--- config.mk ---
export PLATFORM = sky130hd
export DESIGN_NAME = ppu_vga_scanout
export DESIGN_NICKNAME = d
export VERILOG_FILES = /design/src/rtl/ppu_vga_pkg.sv /design/src/rtl/nes_palette_rom.sv /design/src/rtl/ppu_vga_scanout.sv
export SDC_FILE = /design/constraint.sdc
export NUM_CORES = 1
export LEC_CHECK = 0
export ABC_CLOCK_PERIOD_IN_PS = 1900
export BUFFER_PORTS_ARGS = -buffer_cell sky130_fd_sc_hd__buf_2
export CORE_AREA = 2 2 94 132
export DETAILED_ROUTE_END_ITERATION = 8
export DIE_AREA = 0 0 96 134
export SYNTH_ARGS = -nofsm -noshare
export SYNTH_HDL_FRONTEND = slang
export SYNTH_SLANG_ARGS = --single-unit
--- constraint.sdc ---
create_clock -name clk -period 1.9 [get_ports clk]
set_input_delay 0.38 -clock clk [delete_from_list [all_inputs] [get_ports clk]]
set_output_delay 0.38 -clock clk [all_outputs]
set_load 0.005 [all_outputs]
--- src/rtl/ppu_vga_pkg.sv ---
// Purpose: shared 640x480@60 timing constants and the NES colour type for the PPU scanout path.
// Latency: n/a (constants and types only).
// Backpressure: n/a.
// Contents: H/V visible, porch, sync and total counts, sync spans, the 64-pixel border
//           of the 2x-scaled 256-wide NES window, and nes_rgb_t (4 bits per channel).
package ppu_vga_pkg;

  // Horizontal timing, in pixel ticks.
  localparam logic [9:0] H_VISIBLE    = 10'd640;
  localparam logic [9:0] H_FRONT      = 10'd16;
  localparam logic [9:0] H_SYNC       = 10'd96;
  localparam logic [9:0] H_BACK       = 10'd48;
  localparam logic [9:0] H_TOTAL      = H_VISIBLE + H_FRONT + H_SYNC + H_BACK;  // 800
  localparam logic [9:0] H_SYNC_START = H_VISIBLE + H_FRONT;                    // 656
  localparam logic [9:0] H_SYNC_END   = H_SYNC_START + H_SYNC;                  // 752, exclusive

  // Vertical timing, in lines.
  localparam logic [9:0] V_VISIBLE    = 10'd480;
  localparam logic [9:0] V_FRONT      = 10'd10;
  localparam logic [9:0] V_SYNC       = 10'd2;
  localparam logic [9:0] V_BACK       = 10'd33;
  localparam logic [9:0] V_TOTAL      = V_VISIBLE + V_FRONT + V_SYNC + V_BACK;  // 525
  localparam logic [9:0] V_SYNC_START = V_VISIBLE + V_FRONT;                    // 490
  localparam logic [9:0] V_SYNC_END   = V_SYNC_START + V_SYNC;                  // 492, exclusive

  // NES picture: 256 columns doubled to 512 pixels, centred with a 64-pixel border.
  localparam logic [9:0] NES_BORDER   = 10'd64;
  localparam logic [9:0] NES_WIDTH    = 10'd512;
  localparam logic [9:0] NES_H_END    = NES_BORDER + NES_WIDTH;                 // 576, exclusive

  typedef struct packed {
    logic [3:0] r;
    logic [3:0] g;
    logic [3:0] b;
  } nes_rgb_t;

endpackage

--- src/rtl/nes_palette_rom.sv ---
// Purpose: NES 2C02 master palette, 6-bit palette index to 12-bit RGB.
// Latency: combinational.
// Backpressure: none (pure lookup).
// Ports: idx - palette index; rgb - 4-bit-per-channel colour. Unused slots read black.
module nes_palette_rom
  import ppu_vga_pkg::*;
(
  input  logic [5:0] idx,
  output nes_rgb_t   rgb
);

  always_comb begin
    rgb = 12'h000;
    case (idx)
      6'h00: rgb = 12'h777;  6'h01: rgb = 12'h00F;  6'h02: rgb = 12'h00B;  6'h03: rgb = 12'h42B;
      6'h04: rgb = 12'h908;  6'h05: rgb = 12'hA02;  6'h06: rgb = 12'hA10;  6'h07: rgb = 12'h810;
      6'h08: rgb = 12'h530;  6'h09: rgb = 12'h070;  6'h0A: rgb = 12'h060;  6'h0B: rgb = 12'h050;
      6'h0C: rgb = 12'h045;
      6'h10: rgb = 12'hBBB;  6'h11: rgb = 12'h07F;  6'h12: rgb = 12'h05F;  6'h13: rgb = 12'h64F;
      6'h14: rgb = 12'hD0C;  6'h15: rgb = 12'hE05;  6'h16: rgb = 12'hF30;  6'h17: rgb = 12'hE51;
      6'h18: rgb = 12'hA70;  6'h19: rgb = 12'h0B0;  6'h1A: rgb = 12'h0A0;  6'h1B: rgb = 12'h0A4;
      6'h1C: rgb = 12'h088;
      6'h20: rgb = 12'hFFF;  6'h21: rgb = 12'h3BF;  6'h22: rgb = 12'h68F;  6'h23: rgb = 12'h97F;
      6'h24: rgb = 12'hF7F;  6'h25: rgb = 12'hF59;  6'h26: rgb = 12'hF75;  6'h27: rgb = 12'hFA4;
      6'h28: rgb = 12'hFB0;  6'h29: rgb = 12'hBF1;  6'h2A: rgb = 12'h5D5;  6'h2B: rgb = 12'h5F9;
      6'h2C: rgb = 12'h0ED;  6'h2D: rgb = 12'h777;
      6'h30: rgb = 12'hFFF;  6'h31: rgb = 12'hAEF;  6'h32: rgb = 12'hBBF;  6'h33: rgb = 12'hDBF;
      6'h34: rgb = 12'hFBF;  6'h35: rgb = 12'hFAC;  6'h36: rgb = 12'hFDB;  6'h37: rgb = 12'hFEA;
      6'h38: rgb = 12'hFD7;  6'h39: rgb = 12'hDF7;  6'h3A: rgb = 12'hBFB;  6'h3B: rgb = 12'hBFD;
      6'h3C: rgb = 12'h0FF;  6'h3D: rgb = 12'hFDF;
      default: rgb = 12'h000;
    endcase
  end

endmodule

--- src/rtl/ppu_vga_scanout.sv ---
// Purpose: scans a 256x240 NES framebuffer out as 2x-scaled 640x480@60 VGA with border.
// Latency: 2 pix_en ticks from counter position to pins (address stage, colour stage).
// Backpressure: none; everything advances only on pix_en and holds otherwise.
// Ports: clk/rst (async, active-high); pix_en pixel tick; fb_row/fb_col read address and
//        fb_data read data (valid 1 clk later, bits [5:0] used); vga_* sync and colour
//        pins; vblank_pulse / frame_start one-clk markers aligned with the pins.
module ppu_vga_scanout
  import ppu_vga_pkg::*;
#(
  parameter bit SYNC_POL = 1'b0
)(
  input  logic       clk,
  input  logic       rst,
  input  logic       pix_en,
  output logic [8:0] fb_row,
  output logic [8:0] fb_col,
  input  logic [7:0] fb_data,
  output logic       vga_hsync,
  output logic       vga_vsync,
  output logic [3:0] vga_r,
  output logic [3:0] vga_g,
  output logic [3:0] vga_b,
  output logic       vblank_pulse,
  output logic       frame_start
);

  logic [9:0] h_cnt, v_cnt;
  logic       h_last, v_last, in_win, in_hs, in_vs;
  logic       s1_win, s1_hs, s1_vs, s1_fs, s1_vb;
  nes_rgb_t   pal_rgb;

  // Bits [7:6] of the framebuffer byte carry no colour information.
  logic unused_fb_hi;
  assign unused_fb_hi = &{1'b0, fb_data[7:6]};

  always_comb begin
    h_last = (h_cnt == H_TOTAL - 10'd1);
    v_last = (v_cnt == V_TOTAL - 10'd1);
    in_win = (h_cnt >= NES_BORDER) && (h_cnt < NES_H_END) && (v_cnt < V_VISIBLE);
    in_hs  = (h_cnt >= H_SYNC_START) && (h_cnt < H_SYNC_END);
    in_vs  = (v_cnt >= V_SYNC_START) && (v_cnt < V_SYNC_END);
  end

  // Raster position counters.
  always_ff @(posedge clk or posedge rst) begin
    if (rst) begin
      h_cnt <= '0;
      v_cnt <= '0;
    end else if (pix_en) begin
      if (h_last) begin
        h_cnt <= '0;
        v_cnt <= v_last ? 10'd0 : v_cnt + 10'd1;
      end else begin
        h_cnt <= h_cnt + 10'd1;
      end
    end
  end

  // Stage 1: framebuffer address plus the flags that must travel with this pixel.
  // The address only moves inside the window so the memory sees a stable address in the border.
  always_ff @(posedge clk or posedge rst) begin
    if (rst) begin
      fb_row <= '0;
      fb_col <= '0;
      s1_win <= 1'b0;
      s1_hs  <= ~SYNC_POL;
      s1_vs  <= ~SYNC_POL;
      s1_fs  <= 1'b0;
      s1_vb  <= 1'b0;
    end else if (pix_en) begin
      if (in_win) begin
        fb_row <= 9'(v_cnt >> 1);
        fb_col <= 9'((h_cnt - NES_BORDER) >> 1);
      end
      s1_win <= in_win;
      s1_hs  <= in_hs ? SYNC_POL : ~SYNC_POL;
      s1_vs  <= in_vs ? SYNC_POL : ~SYNC_POL;
      s1_fs  <= (h_cnt == 10'd0) && (v_cnt == 10'd0);
      s1_vb  <= (h_cnt == 10'd0) && (v_cnt == V_VISIBLE);
    end
  end

  nes_palette_rom u_palette (
    .idx (fb_data[5:0]),
    .rgb (pal_rgb)
  );

  // Stage 2: colour and syncs to the pins. Pulses are gated by pix_en so they last one clk
  // even when pix_en is sparse.
  always_ff @(posedge clk or posedge rst) begin
    if (rst) begin
      vga_r        <= '0;
      vga_g        <= '0;
      vga_b        <= '0;
      vga_hsync    <= ~SYNC_POL;
      vga_vsync    <= ~SYNC_POL;
      vblank_pulse <= 1'b0;
      frame_start  <= 1'b0;
    end else begin
      vblank_pulse <= pix_en & s1_vb;
      frame_start  <= pix_en & s1_fs;
      if (pix_en) begin
        vga_r     <= s1_win ? pal_rgb.r : 4'd0;
        vga_g     <= s1_win ? pal_rgb.g : 4'd0;
        vga_b     <= s1_win ? pal_rgb.b : 4'd0;
        vga_hsync <= s1_hs;
        vga_vsync <= s1_vs;
      end
    end
  end

endmodule

==> results by group <==
Timing
  – Clock skew: ~0.0055 ns
  – Worst slew pin tran: 0.445 ns
  – Min Tclk post-route: 1.90 ns
  – Final Max Slew Viols: 0
  – Max-slew headroom: 0.703
  – Tcrit/Tclk final: 1.00
  – Unrepaired setup endpoints after global routing: yes
  – Final Hold Vio Count: 0
  – Setup TNS: 0 ns
  – Worst hold slack: 0.0533 ns
  – FMAX: around 0.53 GHz
  – Setup-failing EPs final: 0
  – Fin worst setup slack: about 0.00094 ns

Floorplanning
  – DIE HEIGHT: 134 um
  – Boundary pin count: between 40 and 50
  – Num rows: 47
  – Total core area: 11700 um2
  – Die W: 96 um
  – Starting density of the core: 0.312
  – Die ar.: 12900 um2

Worst setup path
  – Crit-path max FO: 17
  – Data required, critical path: 2.11 ns
  – Worst setup EP type: flop
  – WP data arrival: roughly 2.1 ns
  – CP Launch Type: flop
  – Setup CP Type: flop to flop

Yosys
  – Async S/R FF share, synth: 1.00
  – Predominant post-synthesis flop cell: dfrtp_1
  – Top cell type's share of synthesized area: 0.377
  – Synth Register Bits: between 50 and 60
  – Syn Area/Cell: 9.21 um2
  – Count of synthesis-stage warnings from yosys: 0
  – Share of the yosys chip area belonging to registers: 0.406
  – Synth unique cells: 64
  – Synth area leader: dfrtp_1
  – EDFF count, synth: 0
  – Post-Syn Area: 3650 um2
  – Synth Instances: between 300 and 400
  – Top area cells in the synthesized netlist: dfrtp_1, ha_1, o21ai_0
  – Synth Net Count: ~420

Global routing
  – First-pass GRT wire length: 16400 um
  – Initial antenna violation count: 0
  – Grt total ovfl: 0
  – Largest net degree at the start of global routing: 26
  – Total Routing Usage GR: 0.162
  – Vias in the first global route: 3361

Job
  – MaxCap Viol Count: 0

Placement
  – Placed wire-length estimate: about 7500 um
  – Pre-CTS WS: -0.0568 ns
  – Placed cell areas: 4330 um2
  – Port bufs: 42
  – Routability Congestion: between 0.9 and 1
  – Placed cell count: 612

Clocking
  – H-tree Lvls: 3
  – Clk sinks: 59
  – CTS Root Cell: clkbuf_16
  – CTS buffer count: 9
  – Clock Tree Buf Depth: 2
  – Worst-skew pair later-pin latency: between 0.3 and 0.4 ns
  – CTS tree: yes
  – Count of hold-fix buffers inserted at cts: 0
  – Clock transition at the registers of the reported paths: 0.05 ns

Detailed routing
  – Vias per cell: 5.21
  – Initial DRC Count: 173
  – Pre-antenna DRT Iters: 5
  – Drt wl/cell: roughly 15 um
  – Via Count: 3276
  – Detailed Route WL: between 9000 and 10000 um
  – Drt drc: 0
  – DRT antenna net count: 0

Status
  – Outcome: complete, no violations

Final layout
  – Area Overhead vs Synth: 29.9%
  – Final instance area: 4740 um2
  – Nets: ~510
  – Layout cells sized above 1: 0.303
  – # diodes: 0
  – Finished Layout Cells: 629
  – Most frequent cells in the layout: dfrtp_1, buf_4, nand2_1
  – Commonest non-fill, non-tap cell in the layout: dfrtp_1

Pwr
  – Leakage: approximately 2.2 nW
  – Peak supply drop: 0.452 mV
  – Pwr Density: 959 nW/um2

Worst hold path
  – Worst hold path class: input pin to async pin
worst paths after layout:
kind                       slack, ns                     to  cells after the start                   from
min reg2reg                     0.47  fb_col[2]$_DFFE_PP0P_                      2  fb_col[2]$_DFFE_PP0P_
max                           0.0009  fb_col[4]$_DFFE_PP0P_                      5   h_cnt[2]$_DFFE_PP0P_
min in group clk                0.47  fb_col[2]$_DFFE_PP0P_                      2  fb_col[2]$_DFFE_PP0P_
max in group asynchronous       1.25      s1_fs$_DFFE_PP0P_                      3                    rst
min                             0.05   h_cnt[5]$_DFFE_PP0P_                      2                    rst
max reg2reg                   0.0009  fb_col[4]$_DFFE_PP0P_                      5   h_cnt[2]$_DFFE_PP0P_
through the flow:
step	util	power (mW)
floorplan	-	2.24
global placement	0.370	2.66
detailed placement	0.370	2.69
CTS	0.401	4.56
global route	0.405	4.81
finish	0.405	4.54
worst max-delay path: stages, from the launching register on:
cell      delay [ns]
dfrtp_1         0.40
nor4_4          0.32
a311oi_2        0.14
a2111o_1        0.45
buf_12          0.18
mux2_4          0.30
flip-flops by register name (all words and copies together) (netlist names), 4 cells and up:
name and flops:
fb_row 9, h_cnt 10, vga_g 4, vga_r 4, fb_col 9, vga_b 4
v_cnt 10
layout make-up:
class | count | area (um2)
Clock buffer | 9 | 225
Clock inverter | 7 | 116
Fill cell | 1190 | 6960
Inverter | 25 | 93.8
Multi-Input combinational cell | 284 | 1950
Sequential cell | 59 | 1480
Tap cell | 147 | 184
Timing Repair Buffer | 98 | 684
where the power goes:
part           leakage [nW]  switching, mW  total (mW)  internal, mW
Sequential            0.749          0.145        1.60          1.45
Clock                 0.165          0.570        1.85          1.28
Combinational          1.27          0.560        1.10         0.538
Total                  2.18           1.28        4.54          3.27
synthesized netlist by cell type, types with 3 or more instances:
master    number
a31oi_1        5
nand3_1       11
a21oi_1       21
and3_1         4
nand2_1       43
nor3_1         4
o22ai_1        4
o211ai_1       4
nor2b_1        7
o21ai_0       33
dfstp_2        4
mux2i_1        3
nor2_1        24
ha_1          17
and2_1         3
mux2_4         5
clkbuf_1      17
buf_1          3
o21a_1         3
o32ai_1        4
o221ai_1       5
mux2_2         7
a221o_1        3
dfrtp_1       55
inv_1         24
nand4_1        8
nand2b_1      11
xnor2_1        8
a211oi_1       4
o31ai_1        5
o22a_1         4
cell families after synthesis:
logic type	share of synthesized area
AO/OA/AOI/OAI	0.211
XOR/XNOR	0.0240
adder cells (fa/ha/maj)	0.0583
buffers and inverters	0.0731
flip-flops	0.406
multiplexers	0.0504
AND/OR/NAND/NOR	0.177
metal layers:
layer  wire length (um)  vias to the layer above  GRT usage  part of all wire
met1               3770                     1572      0.189              0.39
met3                358                       21     0.0219             0.037
li1                   -                     1591          -                 -
met2               5230                       92      0.292              0.54
met5                  0                        -          0                 0
met4                255                        0     0.0659             0.027
timing repair:
item	4_1_cts	5_1_grt
pin swaps	0	5
resized for setup	3	10
setup endpoints to repair	7	19
setup buffers	0	1
No activity file was read; power rests on OpenSTA's default activity.
